--- src/rtl/csi_frame_sched_if.sv ---
// Packet request bundle between the frame sequencer and the CSI-2
// packet/PHY engine. The sequencer is the master: it raises pkt_req with
// stable header fields, and the engine answers with pkt_ack once it has
// taken the request and pkt_done once the lane is back at LP-11.
interface csi_frame_sched_if;
  logic        pkt_req;
  logic        pkt_long;
  logic [7:0]  pkt_di;
  logic [15:0] pkt_wc;
  logic        pkt_ack;
  logic        pkt_done;

  modport master (
    output pkt_req,
    output pkt_long,
    output pkt_di,
    output pkt_wc,
    input  pkt_ack,
    input  pkt_done
  );

  modport slave (
    input  pkt_req,
    input  pkt_long,
    input  pkt_di,
    input  pkt_wc,
    output pkt_ack,
    output pkt_done
  );
endinterface

--- src/rtl/csi_frame_sched.sv ---
// Frame-level sequencer for the 4-lane CSI-2 HS transmit path.
// Each accepted frame request produces FS, lnum line (long) packets and FE.
// Lines are gated on payload FIFO fill; every packet is followed by an
// LP-11 gap of GAP_CYC cycles. All packet outputs are registered, so a
// request appears one cycle after its *_REQ state is entered.
module csi_frame_sched #(
  parameter logic [1:0]  VC         = 2'd0,
  parameter logic [5:0]  DT_LINE    = 6'h2A,
  parameter logic [15:0] LINE_WC    = 16'd65535,
  parameter logic [7:0]  GAP_CYC    = 8'd32,
  parameter logic [14:0] LINE_WORDS = 15'd16384
) (
  input  logic                     coreclk,
  input  logic                     rst,
  input  logic                     frame_start,
  input  logic [15:0]              fno,
  input  logic [7:0]               lnum,
  input  logic [14:0]              fifo_level,
  input  logic                     phy_ready,
  csi_frame_sched_if.master        pkt,
  output logic                     busy,
  output logic [15:0]              frame_cnt,
  output logic [7:0]               line_idx,
  output logic [7:0]               drop_cnt
);

  localparam logic [5:0] DT_FS = 6'h00;
  localparam logic [5:0] DT_FE = 6'h01;

  typedef enum logic [3:0] {
    IDLE,
    FS_REQ,
    FS_WAIT,
    GAP,
    LN_CHK,
    LN_REQ,
    LN_WAIT,
    FE_REQ,
    FE_WAIT,
    END_GAP
  } state_t;

  state_t      state;
  state_t      state_nxt;

  logic [7:0]  gap_cnt;
  logic [15:0] fno_q;
  logic [7:0]  lnum_q;

  logic        in_req;
  logic        acked;
  logic        start_ok;
  logic        dropped;
  logic        gap_last;
  logic        more_lines;
  logic        fifo_ok;
  logic        line_done;
  logic        frame_end;

  // An ack only counts while the request is actually visible to the engine;
  // an ack in the first cycle of a *_REQ state (before pkt_req rises) is stray.
  assign in_req     = (state == FS_REQ) || (state == LN_REQ) || (state == FE_REQ);
  assign acked      = in_req && pkt.pkt_req && pkt.pkt_ack;
  assign start_ok   = frame_start && phy_ready;
  assign dropped    = frame_start && ((state != IDLE) || !phy_ready);
  // Compare in 9 bits so GAP_CYC = 0 degenerates to a single-cycle gap.
  assign gap_last   = ({1'b0, gap_cnt} + 9'd1) >= {1'b0, GAP_CYC};
  assign more_lines = line_idx < lnum_q;
  assign fifo_ok    = fifo_level >= LINE_WORDS;

  // A line completes on pkt_done in LN_WAIT, or on an ack+done collision in LN_REQ.
  assign line_done  = ((state == LN_REQ) && acked && pkt.pkt_done) ||
                      ((state == LN_WAIT) && pkt.pkt_done);
  assign frame_end  = (state == END_GAP) && gap_last;

  // State register.
  always_ff @(posedge coreclk or posedge rst) begin
    if (rst) begin
      state <= IDLE;
    end else begin
      state <= state_nxt;
    end
  end

  // Next-state decode. pkt_done outside a *_WAIT state is ignored unless it
  // arrives together with the ack, in which case the wait state is skipped.
  always_comb begin
    state_nxt = state;
    case (state)
      IDLE: begin
        if (start_ok) state_nxt = FS_REQ;
      end
      FS_REQ: begin
        if (acked) state_nxt = pkt.pkt_done ? GAP : FS_WAIT;
      end
      FS_WAIT: begin
        if (pkt.pkt_done) state_nxt = GAP;
      end
      GAP: begin
        if (gap_last) state_nxt = more_lines ? LN_CHK : FE_REQ;
      end
      LN_CHK: begin
        if (fifo_ok) state_nxt = LN_REQ;
      end
      LN_REQ: begin
        if (acked) state_nxt = pkt.pkt_done ? GAP : LN_WAIT;
      end
      LN_WAIT: begin
        if (pkt.pkt_done) state_nxt = GAP;
      end
      FE_REQ: begin
        if (acked) state_nxt = pkt.pkt_done ? END_GAP : FE_WAIT;
      end
      FE_WAIT: begin
        if (pkt.pkt_done) state_nxt = END_GAP;
      end
      END_GAP: begin
        if (gap_last) state_nxt = IDLE;
      end
      default: state_nxt = IDLE;
    endcase
  end

  // Gap timer: runs only inside GAP/END_GAP and is zero on entry to either.
  always_ff @(posedge coreclk or posedge rst) begin
    if (rst) begin
      gap_cnt <= 8'd0;
    end else if (((state == GAP) || (state == END_GAP)) && !gap_last) begin
      gap_cnt <= gap_cnt + 8'd1;
    end else begin
      gap_cnt <= 8'd0;
    end
  end

  // Frame parameters captured on an accepted frame_start; held for the frame.
  always_ff @(posedge coreclk) begin
    if ((state == IDLE) && start_ok) begin
      fno_q  <= fno;
      lnum_q <= lnum;
    end
  end

  // Registered packet outputs. The header fields are rewritten each cycle of
  // a *_REQ state from frame-constant values, so they cannot move before ack.
  always_ff @(posedge coreclk or posedge rst) begin
    if (rst) begin
      pkt.pkt_req  <= 1'b0;
      pkt.pkt_long <= 1'b0;
      pkt.pkt_di   <= 8'h00;
      pkt.pkt_wc   <= 16'h0000;
    end else begin
      pkt.pkt_req <= in_req && !acked;
      case (state)
        FS_REQ: begin
          pkt.pkt_long <= 1'b0;
          pkt.pkt_di   <= {VC, DT_FS};
          pkt.pkt_wc   <= fno_q;
        end
        LN_REQ: begin
          pkt.pkt_long <= 1'b1;
          pkt.pkt_di   <= {VC, DT_LINE};
          pkt.pkt_wc   <= LINE_WC;
        end
        FE_REQ: begin
          pkt.pkt_long <= 1'b0;
          pkt.pkt_di   <= {VC, DT_FE};
          pkt.pkt_wc   <= fno_q;
        end
        default: ;
      endcase
    end
  end

  // Frame-in-progress flag and current line index.
  always_ff @(posedge coreclk or posedge rst) begin
    if (rst) begin
      busy     <= 1'b0;
      line_idx <= 8'd0;
    end else if ((state == IDLE) && start_ok) begin
      busy     <= 1'b1;
      line_idx <= 8'd0;
    end else begin
      if (frame_end) busy <= 1'b0;
      if (line_done) line_idx <= line_idx + 8'd1;
    end
  end

  // Status counters: completed frames wrap, rejected requests saturate.
  always_ff @(posedge coreclk or posedge rst) begin
    if (rst) begin
      frame_cnt <= 16'd0;
      drop_cnt  <= 8'd0;
    end else begin
      if (frame_end) frame_cnt <= frame_cnt + 16'd1;
      if (dropped && (drop_cnt != 8'hFF)) drop_cnt <= drop_cnt + 8'd1;
    end
  end

endmodule
--- src/flat_wrapper.sv ---
// flat-port wrapper written by rule: the top's interface ports become plain ports
module csi_frame_sched_flat 
#(
  parameter logic [1:0]  VC         = 2'd0,
  parameter logic [5:0]  DT_LINE    = 6'h2A,
  parameter logic [15:0] LINE_WC    = 16'd65535,
  parameter logic [7:0]  GAP_CYC    = 8'd32,
  parameter logic [14:0] LINE_WORDS = 15'd16384
)
  (coreclk, rst, frame_start, fno, lnum, fifo_level, phy_ready, busy, frame_cnt, line_idx, drop_cnt, pkt_pkt_req, pkt_pkt_long, pkt_pkt_di, pkt_pkt_wc, pkt_pkt_ack, pkt_pkt_done);
  csi_frame_sched_if pkt_i ();
  input  logic coreclk;
  input  logic rst;
  input  logic frame_start;
  input  logic [15:0] fno;
  input  logic [7:0] lnum;
  input  logic [14:0] fifo_level;
  input  logic phy_ready;
  output logic busy;
  output logic [15:0] frame_cnt;
  output logic [7:0] line_idx;
  output logic [7:0] drop_cnt;
  output wire logic [$bits(pkt_i.pkt_req)-1:0] pkt_pkt_req;
  output wire logic [$bits(pkt_i.pkt_long)-1:0] pkt_pkt_long;
  output wire logic [$bits(pkt_i.pkt_di)-1:0] pkt_pkt_di;
  output wire logic [$bits(pkt_i.pkt_wc)-1:0] pkt_pkt_wc;
  input wire logic [$bits(pkt_i.pkt_ack)-1:0] pkt_pkt_ack;
  input wire logic [$bits(pkt_i.pkt_done)-1:0] pkt_pkt_done;
  assign pkt_pkt_req = pkt_i.pkt_req;
  assign pkt_pkt_long = pkt_i.pkt_long;
  assign pkt_pkt_di = pkt_i.pkt_di;
  assign pkt_pkt_wc = pkt_i.pkt_wc;
  assign pkt_i.pkt_ack = pkt_pkt_ack;
  assign pkt_i.pkt_done = pkt_pkt_done;
  csi_frame_sched #(.VC(VC), .DT_LINE(DT_LINE), .LINE_WC(LINE_WC), .GAP_CYC(GAP_CYC), .LINE_WORDS(LINE_WORDS)) u_core (.coreclk(coreclk), .rst(rst), .frame_start(frame_start), .fno(fno), .lnum(lnum), .fifo_level(fifo_level), .phy_ready(phy_ready), .pkt(pkt_i), .busy(busy), .frame_cnt(frame_cnt), .line_idx(line_idx), .drop_cnt(drop_cnt));
endmodule
--- config.mk ---
export PLATFORM = sky130hd
export DESIGN_NAME = csi_frame_sched_flat
export DESIGN_NICKNAME = d
export VERILOG_FILES = /design/src/rtl/csi_frame_sched_if.sv /design/src/rtl/csi_frame_sched.sv /design/src/flat_wrapper.sv
export SDC_FILE = /design/constraint.sdc
export NUM_CORES = 1
export LEC_CHECK = 0
export BUFFER_PORTS_ARGS = -buffer_cell sky130_fd_sc_hd__buf_2
export CORE_MARGIN = 1
export CORE_UTILIZATION = 40
export CTS_BUF_LIST = sky130_fd_sc_hd__clkbuf_2
export DETAILED_ROUTE_END_ITERATION = 16
export SYNTH_ARGS = -nofsm -noshare
export SYNTH_HDL_FRONTEND = slang
export SYNTH_SLANG_ARGS = --single-unit
--- constraint.sdc ---
create_clock -name coreclk -period 6.44 [get_ports coreclk]
set_input_delay 0.966 -clock coreclk [delete_from_list [all_inputs] [get_ports coreclk]]
set_output_delay 0.966 -clock coreclk [all_outputs]
set_load 0.02 [all_outputs]
After elaboration in Yosys (flattened, before gate mapping)
Index checks and enable logic that the tools add are counted.
{"block": "word_totals", "wordCells": 90, "output_inout_bits": 59, "inputBits": 45, "regBits": 95}
{"block": "op_classes", "n_eq_ne": 19, "mux": 22, "n_lt_le_gt_ge": 3, "n_reduce_logical": 29, "n_addsub": 5}
{"op": "$mux W4", "n": 9}
{"op": "$pmux W4 S9", "n": 1}
{"op": "$pmux W16 S2", "n": 1}
{"op": "$add A8 B1 Y8 const B", "n": 3}
{"op": "$mux W8", "n": 3}
{"op": "$pmux W8 S3", "n": 1}
{"op": "$add A16 B1 Y16 const B", "n": 1}
{"op": "$eq A4 B3 Y1 const B", "n": 4}
{"op": "$ne A2 B1 Y1 const B", "n": 8}
{"op": "$ge A15 B15 Y1 const B", "n": 1}
{"op": "$logic_and A1 B1 Y1", "n": 12}
{"op": "$add A8 B1 Y9 const B", "n": 1}
{"op": "$ge A9 B6 Y1 const B", "n": 1}
{"op": "$reduce_and A9 Y1", "n": 1}
{"op": "$eq A4 B2 Y1 const B", "n": 2}
{"op": "$eq A4 B4 Y1 const B", "n": 2}
{"op": "$lt A8 B8 Y1", "n": 1}
{"op": "$ne A8 B8 Y1 const B", "n": 1}
{"op": "$reduce_bool A2 Y1", "n": 3}
{"op": "$logic_or A1 B1 Y1", "n": 5}
{"op": "$eq A4 B1 Y1 const B", "n": 1}
{"op": "$logic_not A4 Y1", "n": 1}
{"op": "$mux W1", "n": 4}
{"op": "$reduce_bool A4 Y1", "n": 1}
{"op": "other kinds (7)", "n": 10}

Depth between registers and ports, before layout
Gate-level depths: netlist of run 1.
{"block": "depth", "word_depth": 10, "mapped_depth": 7, "depth_no_buf": 7}

Worst setup path before layout of run 1
Ideal clock, no wire load.
{"block": "synth_path", "kind": "input-to-reg", "start": "in phy_ready", "end": "reg u_core.fno_q[0] (enable)", "required_time_ps": 6022, "arrival_time_ps": 2352, "path_buffers": 0, "path_stages": 2, "setup_time_ps": 418, "path_slack_ps": 3670, "path_cell_list": "nand3b_1 nor2_1"}
{"block": "synth_via", "elab_chain_cells": 2}
{"element": "from (decl)", "line_no": "flat_wrapper.sv:18", "text": "input logic phy_ready;"}
{"element": "$logic_and A1 B1 Y1", "line_no": "csi_frame_sched.sv:64", "text": "assign start_ok = frame_start && phy_ready;"}
{"element": "$logic_and A1 B1 Y1", "line_no": "csi_frame_sched.sv:137", "text": "if ((state == IDLE) && start_ok) begin"}
{"element": "to (signal assigned)", "line_no": "csi_frame_sched.sv:138", "text": "fno_q <= fno;"}
{"element": "to (decl)", "line_no": "csi_frame_sched.sv:47", "text": "logic [15:0] fno_q;"}
No other way between the ends.
A chain may end at the register's enable or synchronous reset.

Final worst setup path of run 1
{"block": "layout_path", "start": "reg u_core.state[3]", "end": "reg u_core.pkt.pkt_wc[1]"}
{"block": "layout_via", "elab_chain_cells": 3, "word_cells_on_any_way": 6, "cone_classes": "3 x eq/ne; 1 x mux; 2 x reduce/logical"}
{"element": "from (decl)", "line_no": "csi_frame_sched.sv:43", "text": "state_t state;"}
{"element": "from (signal assigned)", "line_no": "csi_frame_sched.sv:81", "text": "state <= state_nxt;"}
{"element": "$eq A4 B3 Y1 / $eq A4 B1 Y1 (equally long branches)", "line_no": "csi_frame_sched.sv:153", "text": "case (state)"}
{"element": "$reduce_or A2 Y1 (no line)"}
{"element": "$pmux W16 S2 / $reduce_bool A2 Y1 (equally long branches)"}
{"element": "to (signal assigned)", "line_no": "csi_frame_sched.sv:157", "text": "pkt.pkt_wc <= fno_q;"}
{"element": "to (signal assigned)", "line_no": "csi_frame_sched.sv:167", "text": "pkt.pkt_wc <= fno_q;"}
{"element": "to (decl)", "line_no": "csi_frame_sched_if.sv:17", "text": "output pkt_wc,"}
Parallel ways exist; a longest one is shown, timed or not.

==> summary by stage, run 1 <==
Clock tree
The CTS sink count is 89. For this design, the CTS-stage hold fixing added 0 buffers. The clock edge transition at the registers on the reported setup and hold paths is approximately 0.24 ns.

The clock passes through at most 2 buffers. The number of buffers added by the clock tree synthesis step is 9. For the worst-skew pair, the clock arrives at the later sink with an insertion delay of between 0.5 and 0.6 ns.

TritonCTS built the clock tree. Gates resized during post-CTS repair numbered 0. The clock root buffer is sky130_fd_sc_hd__clkbuf_2. The H-tree generated during clock tree synthesis spans 3 levels. The buffer count from post-CTS setup fixing is 0.

Detailed routing
After the first detailed-routing iteration, the DRC count stood at 124. The routed design has 7264 µm of wire. For this run, design rule violations remaining after detail routing come to 0. The routed layout has roughly 2600 vias. After detailed routing, the number of vias per cell comes to ~4.9. The final antenna-violating net count is 0. The first detailed-routing pass ran for 4 iterations. The routed wirelength normalized by instance count is between 10 and 15 µm.

Placement
Once detailed placement completed, the half-perimeter wirelength came to just under 5000 µm. Input and output buffers added on the ports amount to 85. The number of placed cells counting well taps is ~520.

At the end of routability-driven placement, the weighted congestion stood at approximately 0.73.

Min path
Counting instances, the worst hold path has a depth of 1. The path class of the lowest-slack min-delay path is reg -> reg. For hold timing, the worst endpoint is u_core.pkt.pkt_wc[14].

The startpoint identified for the worst hold timing path is u_core.fno_q[14].

Flow run
The number of max-cap violations is 0.

Global routing
Entering global routing, the biggest net connects 66 pins. The via count of the first global-routing pass is around 2500. For this run, the total global-route usage over all layers was measured as 0.1529. The number of antenna violations at the first check in global routing came to 0. The global-route congestion overflow total is 0. The first global-routing pass estimated roughly 12000 µm of wire.

Synth
During synthesis, Yosys emitted a total of 0 warnings. The commonest register cell after synthesis is sky130_fd_sc_hd__dfrtp_1. The proportion of synthesized chip area in sequential cells is 0.5986. The count of flip-flops with a built-in enable after synthesis is 24.

The total of flip-flops plus latches after synthesis is ~90. In this run, distinct cell masters in the synthesized netlist total 54. In the synthesized netlist, the number of instances is 313. The synthesized netlist occupies a cell area of 0.003921 mm². For this run, asynchronously set or reset flops after synthesis account for 0.7303. The mean post-synth cell area is between 10 and 15 µm².

Finish
Counting the fill cells in the layout gives approximately 900. Of the cells placed in the final design, the portion with a size suffix greater than 1 is 0.2889. For this run, the number of standard cells in the final layout without fillers is between 500 and 600. The number of antenna diodes in the final layout is 0. The post-layout utilization of the core is 0.4866. The final layout contains 457 nets. The synthesis-to-layout area growth is 16.30%.

STA
Setup repair after global routing left no endpoint under its margin. For the pin with the worst max-slew slack, the measured transition is 0.8314 ns. The setup-violating endpoint count in the final report is 0.

The count of final hold-check violations is 0. Based on the critical path, the design can be clocked at up to approximately 0.4 GHz. The headroom to the max-slew limit is 0.4457. On the final layout, the worst clock skew is around 0.032 ns. The smallest clock period supported by the final layout is computed as about 2.5 ns. In the finished design, the share of the clock period the worst path needs comes to 0.3937. The max-slew violation count is 0. The final-layout setup total negative slack is 0 ns.

Floorplan
The width of the die is between 100 and 150 µm. The initial core utilization is 0.4184. The floorplan step set the die height to between 100 and 150 µm.

The placement row count is 35. The die area is just over 0.01 mm². The core region is 0.009371 mm². In this run the count of I/O pins placed on the die edge is between 100 and 150.

Worst setup path
The category of the worst setup path capture point is a register. Data on the critical path is required at its endpoint by around 7 ns. The worst setup path is launched from a register. The setup path with the least slack is of type reg -> reg.

The worst reg-to-reg setup slack is ~4 ns. The endpoint of the worst register-to-register path is u_core.pkt.pkt_wc[1]. The worst endpoint data arrival time is a little under 3 ns. The largest driver fanout on the critical path is 17.

The worst register-to-register path begins at u_core.state[3]. The cell count of the worst reg-to-reg path is 4.

Pwr
In this run the static leakage power is between 2 and 2.5 nW. Power spread over the standard cell area amounts to 376.3 mW/mm². Across the VDD grid, the largest voltage drop is 0.1794 mV.

Status
The run finished with clean final reports.
## placed cells by master (no fill, tap or decap), types with 3 or more instances in the layout
cell type,n
sky130_fd_sc_hd__and2_1,4
sky130_fd_sc_hd__nand4_1,12
sky130_fd_sc_hd__xor2_1,18
sky130_fd_sc_hd__nand2b_1,4
sky130_fd_sc_hd__and3_1,4
sky130_fd_sc_hd__edfxtp_1,24
sky130_fd_sc_hd__buf_2,85
sky130_fd_sc_hd__or3_1,3
sky130_fd_sc_hd__nand2_1,18
sky130_fd_sc_hd__clkbuf_2,10
sky130_fd_sc_hd__a21oi_1,9
sky130_fd_sc_hd__nor3_1,8
sky130_fd_sc_hd__nor3b_1,3
sky130_fd_sc_hd__inv_1,12
sky130_fd_sc_hd__o21ai_0,5
sky130_fd_sc_hd__dfrtp_1,65
sky130_fd_sc_hd__ha_1,12
sky130_fd_sc_hd__inv_6,3
sky130_fd_sc_hd__conb_1,7
sky130_fd_sc_hd__nor2_1,15
sky130_fd_sc_hd__xnor2_1,14
sky130_fd_sc_hd__o22a_1,16
sky130_fd_sc_hd__nand3_1,10
## per-layer routing
| layer | wire [µm] | up-vias | global-route usage |
|---|---|---|---|
| met5 | 0 | - | 0 |
| met4 | 48 | 0 | 0.05017 |
| met3 | 507 | 6 | 0.05340 |
| met2 | 3300 | 69 | 0.2450 |
| met1 | 3407 | 1243 | 0.1939 |
| li1 | - | 1273 | - |
## state kept, by name, summed over array words and instances, names as in the netlist
| register | flops |
|---|---|
| u_core.busy | 1 |
| u_core.drop_cnt | 8 |
| u_core.fno_q | 16 |
| u_core.frame_cnt | 16 |
| u_core.gap_cnt | 8 |
| u_core.line_idx | 8 |
| u_core.lnum_q | 8 |
| u_core.pkt.pkt_di | 2 |
| u_core.pkt.pkt_long | 1 |
| u_core.pkt.pkt_req | 1 |
| u_core.pkt.pkt_wc | 16 |
| u_core.state | 4 |
## synthesized netlist by cell type, drive strengths merged (5+ instances only)
library cell,count,area [µm²]
nor2,16,60.06
a21oi,9,45.04
nand3,13,87.59
buf,15,102.6
ha,12,150.1
xnor2,14,122.6
o21ai,5,25.02
o22a,16,140.1
nand2,18,67.56
xor2,18,157.7
inv,13,48.80
nand4,12,75.07
dfrtp,65,1627
nor3,9,50.05
edfxtp,24,720.7
## worst max path at each step
stage	startpoint	slack, ns	to	cells past startpoint
3_3_place_gp	u_core.state[3]	3.89	u_core.pkt.pkt_wc[10]	4
6_report	u_core.state[3]	3.90	u_core.pkt.pkt_wc[1]	4
2_1_floorplan	phy_ready	3.67	u_core.fno_q[0]	2
4_1_cts	u_core.state[3]	3.85	u_core.pkt.pkt_wc[1]	4
3_5_place_dp	u_core.state[3]	3.85	u_core.pkt.pkt_wc[1]	4
5_1_grt	u_core.state[3]	3.70	u_core.pkt.pkt_wc[1]	4
## cell type report
| cell class | instances | area, µm² | area share |
|---|---|---|---|
| sequential | 89 | 2347 | 0.5147 |
| multi-input combinational | 200 | 1440 | 0.3158 |
| timing repair buffer | 87 | 440.4 | 0.09657 |
| tap | 129 | 161.4 | 0.03539 |
| clock inverter | 6 | 72.57 | 0.01591 |
| clock buffer | 10 | 50.05 | 0.01097 |
| inverter | 13 | 48.80 | 0.01070 |
## critical path, cell delays in order (launching register included)
cell and delay [ns]:
sky130_fd_sc_hd__dfrtp_1 0.59, sky130_fd_sc_hd__and2b_1 0.38, sky130_fd_sc_hd__and2_1 0.60, sky130_fd_sc_hd__nand2_1 0.56, sky130_fd_sc_hd__o22a_1 0.34
## power breakdown
group / switching (mW) / total (mW) / internal [mW]
registers: 0.120 / 0.820 / 0.700
logic: 0.368 / 0.600 / 0.232
clock network: 0.199 / 0.296 / 0.0964
## metrics by stage
step | setup slack (ns) | power [mW] | area, µm² | hold WS, ns
2_1_floorplan | 3.670 | 1.274 | 3944 | 0.4363
3_3_place_gp | 3.886 | 1.433 | 4438 | 0.4372
3_5_place_dp | 3.848 | 1.447 | 4438 | 0.4475
4_1_cts | 3.853 | 1.747 | 4561 | 0.4804
5_1_grt | 3.703 | 1.836 | 4561 | 0.4911
6_report | 3.904 | 1.716 | 4561 | 0.4829
## kinds of logic (layout without fill, tap and decap cells)
family,after synthesis,in the layout,synth area share
adder cells (fa/ha/maj),12,12,0.03829
other,1,7,0.0009563
AND/OR/NAND/NOR,100,100,0.1506
AO/OA/AOI/OAI,45,45,0.08870
buffers and inverters,30,116,0.04052
XOR/XNOR,32,32,0.07147
multiplexers,4,4,0.01085
flip-flops,89,89,0.5986
Note: power is estimated with default switching activity, not from simulation.
==> run 2: changes to the inputs <==
Clock period 6.44 ns to 2.35 ns, I/O delays scaled along.
==> run 2 against run 1 <==
Clock power rose to 2.8 times the previous value; total power rose to 2.8 times the previous value; die area did not move; worst hold slack got worse by 0.36 ns; clock skew rose by 0.0012 ns; register-to-register slack got worse by 3.6 ns; sequential share of layout area fell by 3.2 points; largest cell class unchanged; combinational power rose to 2.9 times the previous value; non-clock buffer count rose by 28.
==> summary by stage, run 2 (synthesis gave the netlist of run 1 again) <==
Finish
The fraction of layout cells with a size suffix above 1 is 0.2794 (-0.009443). In the layout the commonest cells are 85 x sky130_fd_sc_hd__buf_2, 65 x sky130_fd_sc_hd__dfrtp_1, 25 x sky130_fd_sc_hd__dlygate4sd3_1. The number of nets in the finished design is 485 (+6.1%).

Relative to the synthesized area, the layout overhead comes to 24.12%. The sequential cell area in the final layout is 0.002347 mm² (unchanged). The multi-input combinational cell area was 0.001444 mm² (+0.26%). The number of diodes was 0 (unchanged). The fill cell total of the finished layout was 878 (-1.6%).

The post-layout utilization of the core was 0.5194 (+0.03271). The largest registers in the layout are u_core.fno_q: 16 flops, u_core.frame_cnt: 16 flops, u_core.pkt.pkt_wc: 16 flops. The library cell used most frequently in the layout, excluding fill and tap cells, is sky130_fd_sc_hd__buf_2. The final cell count without fillers is 562 (+5.2%).

Clock tree
The number of levels in the clock H-tree was 3 (unchanged). The clock root buffer is sky130_fd_sc_hd__clkbuf_2. The number of buffers added by the clock tree synthesis step is 9 (unchanged). The CTS sink count is 89 (unchanged). TritonCTS built the clock tree. The clock edge transition at the registers on the reported setup and hold paths is 0.25 ns (about the same). The clock latency on the worst-skew pair is 0.54 ns (about the same). The worst-case clock buffer depth is 2 (unchanged).

STA
Setup repair after global routing left no endpoint under its margin. The setup-violating endpoint count in the final report was 0 (unchanged). The headroom to the max-slew limit is 0.5683 (+0.1226). The final-layout setup total negative slack is 0 ns (unchanged). The max-slew violation count was 0 (unchanged). The timing-limited maximum frequency came to 0.4913 GHz (+25%). The post-layout worst setup margin was 0.3144 ns (-3.590 ns). The measured slew at the worst slew-check pin is 0.6394 ns (-0.1920 ns).

The post-route clock skew is 0.03291 ns (+0.001195 ns). The final critical delay including setup and external delays is 2.036 ns (-0.5001 ns). The post-route fraction of the period consumed by the critical path is 0.8662 (+0.4725). The count of final hold-check violations is 0 (unchanged).

Global routing
The total track usage is 0.1586 (+0.005631). The global-route congestion overflow total is 0 (unchanged). The number of antenna violations at the first check in global routing is 0 (unchanged). The via count of the first global-routing pass is 2741 (+8.8%).

The wire length of the first global-routing pass is 12550 µm (+5.1%). The pin count of the biggest net entering global routing was 45 (-32%).

Detailed routing
The total wire length is 7635 µm (+5.1%). The number of vias after detailed routing is 2745 (+5.9%). The number of remaining DRC errors is 0 (unchanged).

The final antenna-violating net count is 0 (unchanged). The number of DRC markers in iteration 0 is 71 (-43%). The routed wirelength normalized by instance count is 13.59 µm (-0.13%). The number of iterations in the first detailed-routing pass came to 4 (unchanged). The mean number of vias per cell was 4.884 (+0.67%).

Placement
The final weighted congestion of routability-driven global placement is 0.7882 (+7.3%). The pre-CTS setup slack is 0.2616 ns (-3.586 ns). The number of placed cells counting well taps is 521 (+0.58%). The number of buffer cells added on primary ports is 85 (unchanged). The detailed placer's ending HPWL is 5171 µm (+4.1%).

Worst setup path
In this run the critical register-to-register path is captured at u_core.frame_cnt[1]. The type of the worst setup path is reg -> reg. STA classifies the critical path startpoint as a register.

The worst endpoint data arrival time is 2.47 ns (-0.51 ns). The worst reg-to-reg setup slack was 0.31 ns (-3.59 ns). In this run the worst setup path terminates at u_core.frame_cnt[1].

The worst setup path startpoint is u_core.gap_cnt[0]. The largest driver fanout on the critical path came to 4 (-13). The data required time at the worst endpoint is 2.78 ns (-4.10 ns).

The cell count of the worst reg-to-reg path came to 6 (+2). The startpoint identified for the worst register-to-register timing path is u_core.gap_cnt[0]. The category of the worst setup path capture point is a register.

Min path
The path class of the lowest-slack min-delay path is in -> reg.

Floorplan
The area of the core is 0.009371 mm² (unchanged). The placement row count is 35 (unchanged). The top-level port count came to 104 (unchanged). The die area came to 0.01020 mm² (unchanged). The chip height is 101.0 µm (unchanged). The width of the die was 101.0 µm (unchanged).

The initial core utilization came to 0.4184 (unchanged).

Status
The flow ran to the end, and the final reports show no timing, DRC or antenna violations.

Pwr
The static power due to leakage is 2.234 nW (+5.9%). The total power density per cell area is 989.5 mW/mm² (+160%). The maximum vdd ir drop came to 0.4525 mV (+150%).

Flow run
The number of max-cap violations was 0 (unchanged).
## run 2: cell type report
cell class / instances / share of cell area
clock buffer: 9 / 0.009254
clock inverter: 7 / 0.01697
inverter: 13 / 0.01003
multi-input combinational: 200 / 0.2967
sequential: 89 / 0.4823
tap: 129 / 0.03316
timing repair buffer: 115 / 0.1517
## run 2: worst min path at each step
stage                    start              endpoint  slack (ns)  cells past startpoint
2_1_floorplan  u_core.fno_q[0]  u_core.pkt.pkt_wc[0]        0.44                      1
3_3_place_gp               rst    u_core.drop_cnt[4]        0.40                      2
3_5_place_dp               rst    u_core.drop_cnt[4]        0.41                      2
4_1_cts            pkt_pkt_ack    u_core.pkt.pkt_req        0.06                      2
5_1_grt            pkt_pkt_ack    u_core.pkt.pkt_req        0.07                      2
6_report           pkt_pkt_ack    u_core.pkt.pkt_req        0.12                      2
## run 2: routing by layer
metal,global-route usage,up-vias,share of wire
met3,0.04577,5,0.059
met1,0.2039,1323,0.47
li1,-,1336,-
met5,0,-,0
met2,0.2587,81,0.47
met4,0.05017,0,0.0058
## run 2: what timing repair did
action,CTS,global route
hold buffers,25,0
endpoints found under the setup margin,0,1
hold endpoints to repair,45,0
gates resized for setup,0,1
setup buffers,0,0
## run 2: report_power, final
group	internal, mW	switching (mW)
Sequential	1.92	0.332
Combinational	0.704	1.02
Clock	0.265	0.572
## run 2: per-stage QoR
| step | power [mW] | hold WS [ns] | area (µm²) |
|---|---|---|---|
| 3_3_place_gp | 3.974 | 0.4015 | 4486 |
| 6_report | 4.816 | 0.1222 | 4867 |
| 5_1_grt | 5.135 | 0.07480 | 4867 |
| 3_5_place_dp | 4.008 | 0.4081 | 4486 |
| 2_1_floorplan | 3.491 | 0.4363 | 3946 |
| 4_1_cts | 4.881 | 0.06180 | 4863 |
## run 2: critical path, stage by stage (launching register included)
cell and delay (ns):
sky130_fd_sc_hd__dfrtp_1 0.47, sky130_fd_sc_hd__ha_1 0.25, sky130_fd_sc_hd__nor4b_1 0.34, sky130_fd_sc_hd__nand4_1 0.24, sky130_fd_sc_hd__nand3_2 0.14, sky130_fd_sc_hd__nand2b_1 0.17
sky130_fd_sc_hd__mux2_2 0.35
==> run 3: changes to the inputs <==
Settings changed: REMOVE_ABC_BUFFERS set to 1.
==> run 3 against run 2 <==
First-iteration DRC count rose by 18%; wire length shrank 1.6%; global-route usage is 0.25 points higher; via count down 0.87%; combinational power is essentially flat; highest routed layer unchanged.
==> summary by stage, run 3 (synthesis gave the netlist of run 1 again) <==
Clock tree
The clock root buffer is sky130_fd_sc_hd__clkbuf_2. The worst-case clock buffer depth was 2 (unchanged). The clock latency on the worst-skew pair is 0.56 ns (+0.02 ns).

The buffer count from post-CTS setup fixing is 0 (unchanged). TritonCTS built the clock tree. The clock edge transition at the registers on the reported setup and hold paths was 0.26 ns (about the same). The number of buffers added by the clock tree synthesis step is 9 (unchanged). The CTS sink count is 89 (unchanged). The number of levels in the clock H-tree was 3 (unchanged).

Detailed routing
The mean number of vias per cell is 4.842 (-0.87%). The number of DRC markers in iteration 0 is 84 (+18%). The final antenna-violating net count is 0 (unchanged).

The number of remaining DRC errors is 0 (unchanged). The number of vias after detailed routing is 2721 (-0.87%). The number of iterations in the first detailed-routing pass came to 4 (unchanged). The total wire length came to 7513 µm (-1.6%).

The routed wirelength normalized by instance count is 13.37 µm (-1.6%).

Worst setup path
The category of the worst setup path capture point is a register. The largest driver fanout on the critical path is 5 (+1). In this run the critical register-to-register path is launched from u_core.gap_cnt[0].

The type of the worst setup path is reg -> reg. The type of origin of the critical path is a register. The worst endpoint data arrival time was 2.57 ns (+0.10 ns). The worst setup path startpoint is u_core.gap_cnt[0]. The data required time at the worst endpoint is 2.84 ns (+0.06 ns).

Global routing
The wire length of the first global-routing pass is 12600 µm (+0.38%). The via count of the first global-routing pass is 2688 (-1.9%). The number of antenna violations at the first check in global routing is 0 (unchanged). The global-route congestion overflow total is 0 (unchanged).

The total track usage is 0.1610 (+0.002496). The pin count of the biggest net entering global routing was 41 (-8.9%).

Min path
The startpoint identified for the worst hold timing path is pkt_pkt_ack. The tightest min-delay check is of the in -> reg type.

Finish
The fraction of layout cells with a size suffix above 1 is 0.2771 (-0.002309). The synthesis-to-layout area growth is 23.61%. The post-layout utilization of the core is 0.5172 (-0.002136). The largest registers in the layout are u_core.fno_q: 16 flops, u_core.frame_cnt: 16 flops, u_core.pkt.pkt_wc: 16 flops. Leaving out fill and tap cells, the most frequent cell in the layout is sky130_fd_sc_hd__buf_2.

The number of nets in the finished design is 485 (unchanged). The top cell types in the final layout, fill and taps aside, are 85 x sky130_fd_sc_hd__buf_2, 65 x sky130_fd_sc_hd__dfrtp_1, 25 x sky130_fd_sc_hd__dlygate4sd3_1. The fill cell total of the finished layout was 887 (+1.0%).

The number of diodes is 0 (unchanged).

Pwr
The static power due to leakage was 2.233 nW (about the same). The total power density per cell area was 976.8 mW/mm² (-1.3%). The maximum vdd ir drop was 0.4082 mV (-9.8%).

Placement
The number of buffer cells added on primary ports is 85 (unchanged). The pre-CTS setup slack is 0.3035 ns (+0.04197 ns). The detailed placer's ending HPWL is 5170 µm (about the same). The final weighted congestion of routability-driven global placement was 0.7899 (+0.22%).

STA
The measured slew at the worst slew-check pin is 0.7007 ns (+0.06125 ns). The setup-violating endpoint count in the final report was 0 (unchanged). The count of final hold-check violations was 0 (unchanged). The max-slew violation count is 0 (unchanged). The headroom to the max-slew limit was 0.5270 (-0.04135). The timing-limited maximum frequency is 0.4820 GHz (-1.9%). Setup repair after global routing left no endpoint under its margin. The post-layout worst setup margin is 0.2751 ns (-0.03929 ns).

The final-layout setup total negative slack is 0 ns (unchanged). The post-route clock skew is 0.02276 ns (-0.01015 ns). The post-route fraction of the period consumed by the critical path is 0.8829 (+0.01672).

The final critical delay including setup and external delays is 2.075 ns (+0.03929 ns).

Floorplan
The die area is 0.01020 mm² (unchanged). The top-level port count is 104 (unchanged). The initial core utilization is 0.4184 (unchanged). The placement row count came to 35 (unchanged). The chip height is 101.0 µm (unchanged). The area of the core is 0.009371 mm² (unchanged).

The width of the die is 101.0 µm (unchanged).

Status
The flow ran to the end, and the final reports show no timing, DRC or antenna violations.

Flow run
The number of max-cap violations came to 0 (unchanged).
==> run 3: layout make-up <==
cell class / count / area, µm² / share of cell area
Multi-Input combinational cell: 200 / 1440 / 0.2971
Timing Repair Buffer: 115 / 738.2 / 0.1523
Clock inverter: 7 / 66.31 / 0.01368
Clock buffer: 9 / 45.04 / 0.009293
Inverter: 13 / 48.80 / 0.01007
Tap cell: 129 / 161.4 / 0.03330
Sequential cell: 89 / 2347 / 0.4843
==> run 3: worst paths after layout <==
path                                        end  slack, ns  depth (start not counted)
setup / recovery                u_core.state[3]       0.28                          6
hold / removal               u_core.pkt.pkt_req       0.04                          2
setup reg to reg                u_core.state[3]       0.28                          6
hold reg to reg            u_core.frame_cnt[15]       0.48                          1
max in group asynchronous    u_core.line_idx[3]       1.38                          4
min in group asynchronous  u_core.frame_cnt[12]       0.35                          3
==> run 3: timing repair <==
action / CTS / global route
hold buffers: 25 / 0
hold endpoints to repair: 49 / 0
resized for setup: 0 / 0
==> run 3: report_power, final <==
part           switching (mW)  internal, mW  total, mW  leakage, nW
clock                   0.586         0.173      0.760       0.0713
combinational            1.02         0.706       1.73         1.13
sequential              0.327          1.92       2.25         1.03
total                    1.94          2.80       4.73         2.23
==> run 3: critical path: stages, from the launching register on <==
cell                       delay, ns
sky130_fd_sc_hd__dfrtp_1        0.47
sky130_fd_sc_hd__ha_1           0.26
sky130_fd_sc_hd__nor4b_1        0.31
sky130_fd_sc_hd__nand4_1        0.21
sky130_fd_sc_hd__a21boi_1       0.37
sky130_fd_sc_hd__nor3_1         0.14
sky130_fd_sc_hd__a41o_1         0.25
==> run 3: metrics by stage <==
| step | instance area, µm² | instances | power [mW] | hold slack [ns] |
|---|---|---|---|---|
| 6_report | 4847 | 562 | 4.735 | 0.04386 |
| 5_1_grt | 4847 | 562 | 5.069 | 0.03314 |
| 4_1_cts | 4847 | 562 | 4.797 | 0.02634 |
| 3_5_place_dp | 4486 | 521 | 4.002 | 0.4494 |
| 3_3_place_gp | 4486 | 521 | 3.954 | 0.4380 |
| 2_1_floorplan | 3834 | 302 | 3.379 | 0.4363 |
==> run 3: routing by layer <==
metal / GRT usage / part of all wire / vias to the layer above
met4: 0.06020 / 0.015 / 0
met2: 0.2624 / 0.48 / 59
met5: 0 / 0 / -
met1: 0.2093 / 0.46 / 1314
li1: - / - / 1338
met3: 0.03814 / 0.040 / 10
